--- src/rtl/accel_pkg.sv ---
// Shared types and constants for the accelerometer serial front end.
package accel_pkg;

  localparam int unsigned ACCEL_W = 14;
  localparam logic [7:0] HDR_BYTE_DEF = 8'hA5;

  typedef enum logic [1:0] {IDLE, START, DATA, STOP} bit_st_e;
  typedef enum logic [1:0] {HUNT, HI, LO} byte_st_e;

endpackage

--- src/rtl/accel_frm_rx_if.sv ---
// Bus between the accelerometer front end (master) and its UART line / sample consumer (slave).
interface accel_frm_rx_if;
  import accel_pkg::*;

  logic               RX_A;
  logic [ACCEL_W-1:0] accel_data;
  logic               accel_vld;
  logic               frm_err;
  logic               rx_busy;

  modport master (input RX_A, output accel_data, accel_vld, frm_err, rx_busy);
  modport slave (output RX_A, input accel_data, accel_vld, frm_err, rx_busy);
endinterface

--- src/rtl/uart_rx_byte.sv ---
// 8N1 UART byte receiver: two-flop synchronizer, bit FSM and down-counting baud timer.
module uart_rx_byte
  import accel_pkg::*;
#(
  parameter int unsigned BAUD_DIV = 434
) (
  input  logic       clk,
  input  logic       rst,
  input  logic       rx,
  output logic [7:0] rx_byte,
  output logic       byte_rdy,
  output logic       stop_err,
  output logic       busy
);

  // Reload with BAUD_DIV-1 so that expiries are spaced exactly BAUD_DIV cycles apart.
  localparam logic [15:0] HalfCnt = 16'(BAUD_DIV / 2);
  localparam logic [15:0] FullCnt = 16'(BAUD_DIV - 1);

  logic       rx_meta, rx_s, rx_prev;
  bit_st_e    state;
  logic [15:0] cnt;
  logic [2:0] bit_idx;
  logic [7:0] shreg;
  logic       expiry;

  assign expiry = (cnt == 16'd0);

  always_ff @(posedge clk or posedge rst) begin
    if (rst) begin
      rx_meta <= 1'b1;
      rx_s    <= 1'b1;
      rx_prev <= 1'b1;
      state   <= IDLE;
      cnt     <= 16'd0;
      bit_idx <= 3'd0;
      shreg   <= 8'd0;
    end else begin
      rx_meta <= rx;
      rx_s    <= rx_meta;
      rx_prev <= rx_s;
      unique case (state)
        IDLE: begin
          if (rx_prev && !rx_s) begin
            state <= START;
            cnt   <= HalfCnt;
          end
        end
        START: begin
          if (!expiry) begin
            cnt <= cnt - 16'd1;
          end else if (!rx_s) begin
            state   <= DATA;
            cnt     <= FullCnt;
            bit_idx <= 3'd0;
          end else begin
            state <= IDLE;
          end
        end
        DATA: begin
          if (!expiry) begin
            cnt <= cnt - 16'd1;
          end else begin
            shreg   <= {rx_s, shreg[7:1]};
            cnt     <= FullCnt;
            bit_idx <= bit_idx + 3'd1;
            if (bit_idx == 3'd7) state <= STOP;
          end
        end
        STOP: begin
          if (!expiry) cnt <= cnt - 16'd1;
          else         state <= IDLE;
        end
        default: state <= IDLE;
      endcase
    end
  end

  // Strobes are decoded in the stop-sample cycle so the consumer can register on the same edge.
  assign byte_rdy = (state == STOP) && expiry && rx_s;
  assign stop_err = (state == STOP) && expiry && !rx_s;
  assign rx_byte  = shreg;
  assign busy     = (state != IDLE);

endmodule

--- src/rtl/accel_frm_rx.sv ---
// Accelerometer frame receiver: HDR, HI, LO bytes -> signed 14-bit sample.
// Optional inter-byte timeout enabled by defining ACCEL_FRM_TMO_EN.
module accel_frm_rx
  import accel_pkg::*;
#(
  parameter int unsigned BAUD_DIV = 434,
  parameter logic [7:0]  HDR_BYTE = HDR_BYTE_DEF,
  parameter int unsigned TMO_BITS = 20
) (
  input logic            clk,
  input logic            rst,
  accel_frm_rx_if.master bus
);

  logic [7:0] rx_byte;
  logic       byte_rdy, stop_err, busy;

  uart_rx_byte #(
    .BAUD_DIV(BAUD_DIV)
  ) u_uart (
    .clk     (clk),
    .rst     (rst),
    .rx      (bus.RX_A),
    .rx_byte (rx_byte),
    .byte_rdy(byte_rdy),
    .stop_err(stop_err),
    .busy    (busy)
  );

  byte_st_e           st;
  logic [5:0]         hi_q;
  logic [ACCEL_W-1:0] data_q;
  logic               vld_q, err_q;
  logic               tmo_hit;

`ifdef ACCEL_FRM_TMO_EN
  localparam int unsigned TmoLimit = TMO_BITS * BAUD_DIV;
  logic [31:0] tmo_cnt;

  // Only idle gaps inside a partial frame are timed.
  assign tmo_hit = (st != HUNT) && !busy && (tmo_cnt == 32'(TmoLimit - 1));

  always_ff @(posedge clk or posedge rst) begin
    if (rst) begin
      tmo_cnt <= 32'd0;
    end else if (st == HUNT || busy || tmo_hit) begin
      tmo_cnt <= 32'd0;
    end else begin
      tmo_cnt <= tmo_cnt + 32'd1;
    end
  end
`else
  logic unused_tmo_bits;
  assign unused_tmo_bits = ^TMO_BITS;
  assign tmo_hit = 1'b0;
`endif

  always_ff @(posedge clk or posedge rst) begin
    if (rst) begin
      st     <= HUNT;
      hi_q   <= 6'd0;
      data_q <= '0;
      vld_q  <= 1'b0;
      err_q  <= 1'b0;
    end else begin
      vld_q <= 1'b0;
      err_q <= 1'b0;
      if (stop_err) begin
        err_q <= 1'b1;
        st    <= HUNT;
      end else if (byte_rdy) begin
        unique case (st)
          HUNT: if (rx_byte == HDR_BYTE) st <= HI;
          HI: begin
            hi_q <= rx_byte[5:0];
            if (rx_byte[7:6] != 2'b00) begin
              err_q <= 1'b1;
              st    <= HUNT;
            end else begin
              st <= LO;
            end
          end
          LO: begin
            data_q <= {hi_q, rx_byte};
            vld_q  <= 1'b1;
            st     <= HUNT;
          end
          default: st <= HUNT;
        endcase
      end else if (tmo_hit) begin
        err_q <= 1'b1;
        st    <= HUNT;
      end
    end
  end

  assign bus.accel_data = data_q;
  assign bus.accel_vld  = vld_q;
  assign bus.frm_err    = err_q;
  assign bus.rx_busy    = busy;

endmodule

--- src/flat_wrapper.sv ---
// flat-port wrapper written by rule: the top's interface ports become plain ports
module accel_frm_rx_flat import accel_pkg::*;
#(
  parameter int unsigned BAUD_DIV = 434,
  parameter logic [7:0]  HDR_BYTE = HDR_BYTE_DEF,
  parameter int unsigned TMO_BITS = 20
)
  (clk, rst, bus_RX_A, bus_accel_data, bus_accel_vld, bus_frm_err, bus_rx_busy);
  accel_frm_rx_if bus_i ();
  input logic clk;
  input logic rst;
  input wire logic [$bits(bus_i.RX_A)-1:0] bus_RX_A;
  output wire logic [$bits(bus_i.accel_data)-1:0] bus_accel_data;
  output wire logic [$bits(bus_i.accel_vld)-1:0] bus_accel_vld;
  output wire logic [$bits(bus_i.frm_err)-1:0] bus_frm_err;
  output wire logic [$bits(bus_i.rx_busy)-1:0] bus_rx_busy;
  assign bus_i.RX_A = bus_RX_A;
  assign bus_accel_data = bus_i.accel_data;
  assign bus_accel_vld = bus_i.accel_vld;
  assign bus_frm_err = bus_i.frm_err;
  assign bus_rx_busy = bus_i.rx_busy;
  accel_frm_rx #(.BAUD_DIV(BAUD_DIV), .HDR_BYTE(HDR_BYTE), .TMO_BITS(TMO_BITS)) u_core (.clk(clk), .rst(rst), .bus(bus_i));
endmodule
--- config.mk ---
export PLATFORM = sky130hd
export DESIGN_NAME = accel_frm_rx_flat
export DESIGN_NICKNAME = d
export VERILOG_FILES = /design/src/rtl/accel_pkg.sv /design/src/rtl/accel_frm_rx_if.sv /design/src/rtl/uart_rx_byte.sv /design/src/rtl/accel_frm_rx.sv /design/src/flat_wrapper.sv
export SDC_FILE = /design/constraint.sdc
export NUM_CORES = 1
export LEC_CHECK = 0
export CAP_MARGIN = 20
export CORE_ASPECT_RATIO = 1.75
export CORE_MARGIN = 3
export CORE_UTILIZATION = 52
export DETAILED_ROUTE_END_ITERATION = 12
export GPL_TIMING_DRIVEN = 0
export PLACE_DENSITY = 0.72
export SKIP_LAST_GASP = 1
export SYNTH_ARGS = -nofsm -noshare
export SYNTH_HDL_FRONTEND = slang
export SYNTH_SLANG_ARGS = --single-unit
--- constraint.sdc ---
create_clock -name clk -period 2.7 [get_ports clk]
set_input_delay 0.54 -clock clk [delete_from_list [all_inputs] [get_ports clk]]
set_output_delay 0.54 -clock clk [all_outputs]
set_load 0.05 [all_outputs]
==> flow_summary.ini <==
[timing]
skew_ns = 0.005543
slew_viol_final = 0
setup_viol = 0
fin_ws_ns = 0.04860
fin_crit_sh = 0.9820
worst_pin_slew_ns = 0.6976
hold_viol = 0
post-route-min-period_ns = 2.651
hold_slack_ns = 0.3672
max_freq_ghz = 0.3772
slew_headroom = 0.5349

[clock_tree]
clock-sinks = 56
holdBufCountCts = 0
clkLatencyLatePin_ns = 0.31
cts_tree = yes
cts_buffer_depth = 2
cts_buffers = 5
cts_root_buf = clkbuf_8
h-tree-depth = 2
clk_pin_slew_worst_paths_ns = 0.10

[logic_synthesis]
yosysTopAreaCellShare = 0.4960
syn_area_per_cell_sq_um = 11.68
synthArstFlopShare = 1.000
synth_top_area_cell = dfrtp_1
synth_seq_cells = 56
synth_nets = 240
syn_area_sq_um = 2674
synth_flop_cell = dfrtp_1
synth.most_common_cell = dfrtp_1
seq_area_frac_synth = 0.5255
yosys_warnings = 0
ys_types = 53
syn_inst = 229
synth_edf_count = 0
synth_common_cells = dfrtp_1, mux2_2, nand2_1, nor2_1, a21oi_1
yosys-top-cells-area = dfrtp_1, mux2_2, ha_1

[finish]
fin_area_sq_um = 3113
regArea_sq_um = 1405
areaGrowthSynthToFinish_pct = 16.43
fillers = 400
multiInputGateArea_sq_um = 1209
drive_above_1_share = 0.1947
final_net_count = 272
diodes = 0

[grt]
antenna_found_initial = 0
grt_pass1_vias = 1919
grt_pass1_wl_um = 8990
grt_overflow = 0
grt_usage = 0.1964
grt_start_max_net_pins = 45

[place]
place_area_sq_um = 2949
numPortBuffers = 19
pre_cts_slack_ns = -0.4768
dp_hpwl_um = 3778
gp_congestion = 0.8828

[routing]
ant_nets = 0
route.vias.total = 1883
routed_wl_um = 5313
detail_route.iter0.violations = 79
wl_per_cell_um = 16.92
drc_errors = 0
dr.pass1.iters = 4
vias_per_cell = 5.997

[job]
maxCapViolations = 0

[die]
core_sq_um = 4831
rows = 33
io-pin-count = 20
initial_core_util = 0.5535
dieArea_sq_um = 6072
die_h_um = 100.9
fp.dieW_um = 60.21

[run_status]
outcome = finished, final reports clean

[critical_path]
cp-end-kind = flop
cp-startpoint = u_core.u_uart.cnt[5]$_DFFE_PP0P_
path_max_fanout = 10
cp.required_ns = 2.91
critPathLaunchType = flop
reg2reg_slack_ns = 0.05
critical_path_class = reg2reg
cp_data_arrival_time_ns = 2.86
reg2regPathDepth = 8
critPathCapture = u_core.u_uart.cnt[6]$_DFFE_PP0P_
reg2reg_to = u_core.u_uart.cnt[6]$_DFFE_PP0P_
r2r-start = u_core.u_uart.cnt[5]$_DFFE_PP0P_

[power_and_ir_drop]
power.leakage_nw = 1.428
ir_drop_mv = 0.6168
p_per_area_nw_per_um2 = 841.9

[worst_hold_path]
worstHoldPathType = reg2reg
[routing by layer]
| metal | wire (um) | track usage | vias up |
|---|---|---|---|
| li1 | - | - | 905 |
| met1 | 2107 | 0.2256 | 920 |
| met2 | 2874 | 0.3383 | 43 |
| met3 | 159 | 0.03333 | 15 |
| met4 | 172 | 0.09898 | 0 |
| met5 | 0 | 0 | - |
[state kept, by name, indices dropped and copies added, names as in the netlist, named ones only]
| name | flops |
|---|---|
| u_core.u_uart.rx_byte | 8 |
| u_core.bus.accel_data | 14 |
| u_core.u_uart.cnt | 16 |
| u_core.u_uart.rx_meta | 1 |
| u_core.bus.accel_vld | 1 |
| u_core.bus.frm_err | 1 |
| u_core.st | 2 |
| u_core.u_uart.rx_s | 1 |
| u_core.u_uart.bit_idx | 3 |
| u_core.u_uart.rx_prev | 1 |
| u_core.u_uart.state | 1 |
| u_core.hi_q | 6 |
[cell type report]
| type | count | area share |
|---|---|---|
| sequential | 56 | 0.4514 |
| multi-input combinational | 155 | 0.3883 |
| timing repair buffer | 26 | 0.08199 |
| clock buffer | 6 | 0.02653 |
| tap | 52 | 0.02090 |
| buffer | 9 | 0.01568 |
| inverter | 8 | 0.009646 |
| clock inverter | 2 | 0.005627 |
[critical path, cell delays in order, from the launching register on]
cell,delay (ns)
dfrtp_1,0.42
or4_1,0.55
buf_2,0.20
or4_1,0.51
buf_2,0.20
o21ai_4,0.19
buf_6,0.17
a21oi_2,0.04
a211o_1,0.26
[what timing repair did]
action | in CTS | in global routing
setup endpoints to repair | 40 | 23
gates resized for setup | 3 | 1
pin swaps | 3 | 2
setup buffers | 2 | 4
cloned | 0 | 0
hold endpoints to repair | 0 | 0
[cell usage in the layout, fill, tap and decap left out, types with 8 or more instances in the layout]
cell type,netlist,routed
a21oi_1,11,11
clkdlybuf4s50_1,0,19
dfrtp_1,53,53
ha_1,8,8
mux2_1,8,8
mux2_2,20,20
nand2_1,14,14
nor2_1,14,14
o21ai_0,8,8
[report_power, final]
| group | internal, mW | switching (mW) |
|---|---|---|
| Combinational | 0.427 | 0.661 |
| Sequential | 0.938 | 0.0912 |
| Clock | 0.216 | 0.288 |
[worst min-delay path by stage]
stage / from / to / slack (ns) / cells past startpoint
floorplan: u_core.u_uart.rx_meta$_DFF_PP1_ / u_core.u_uart.rx_s$_DFF_PP1_ / 0.35 / 0
CTS: u_core.u_uart.rx_meta$_DFF_PP1_ / u_core.u_uart.rx_s$_DFF_PP1_ / 0.37 / 0
global route: u_core.u_uart.rx_meta$_DFF_PP1_ / u_core.u_uart.rx_s$_DFF_PP1_ / 0.37 / 0
detailed placement: u_core.u_uart.rx_meta$_DFF_PP1_ / u_core.u_uart.rx_s$_DFF_PP1_ / 0.35 / 0
global placement: u_core.u_uart.rx_meta$_DFF_PP1_ / u_core.u_uart.rx_s$_DFF_PP1_ / 0.35 / 0
finish: u_core.u_uart.rx_meta$_DFF_PP1_ / u_core.u_uart.rx_s$_DFF_PP1_ / 0.37 / 0
[kinds of logic after synthesis]
family	synth area share
buffers and inverters	0.03088
XOR/XNOR	0.01965
flip-flops	0.5255
multiplexers	0.1217
adder cells (fa/ha/maj)	0.03744
AO/OA/AOI/OAI	0.1399
AND/OR/NAND/NOR	0.1249
[stage by stage]
step | setup TNS [ns] | utilization | std cells | power [mW]
6_report | 0 | 0.6444 | 314 | 2.621
3_3_place_gp | -19.86 | 0.6063 | 300 | 2.003
2_1_floorplan | 0 | - | 229 | 1.784
3_5_place_dp | -9.708 | 0.6105 | 301 | 2.027
4_1_cts | 0 | 0.6366 | 310 | 2.564
5_1_grt | -0.02176 | 0.6444 | 314 | 2.792
Note: power is estimated with default switching activity, not from simulation.
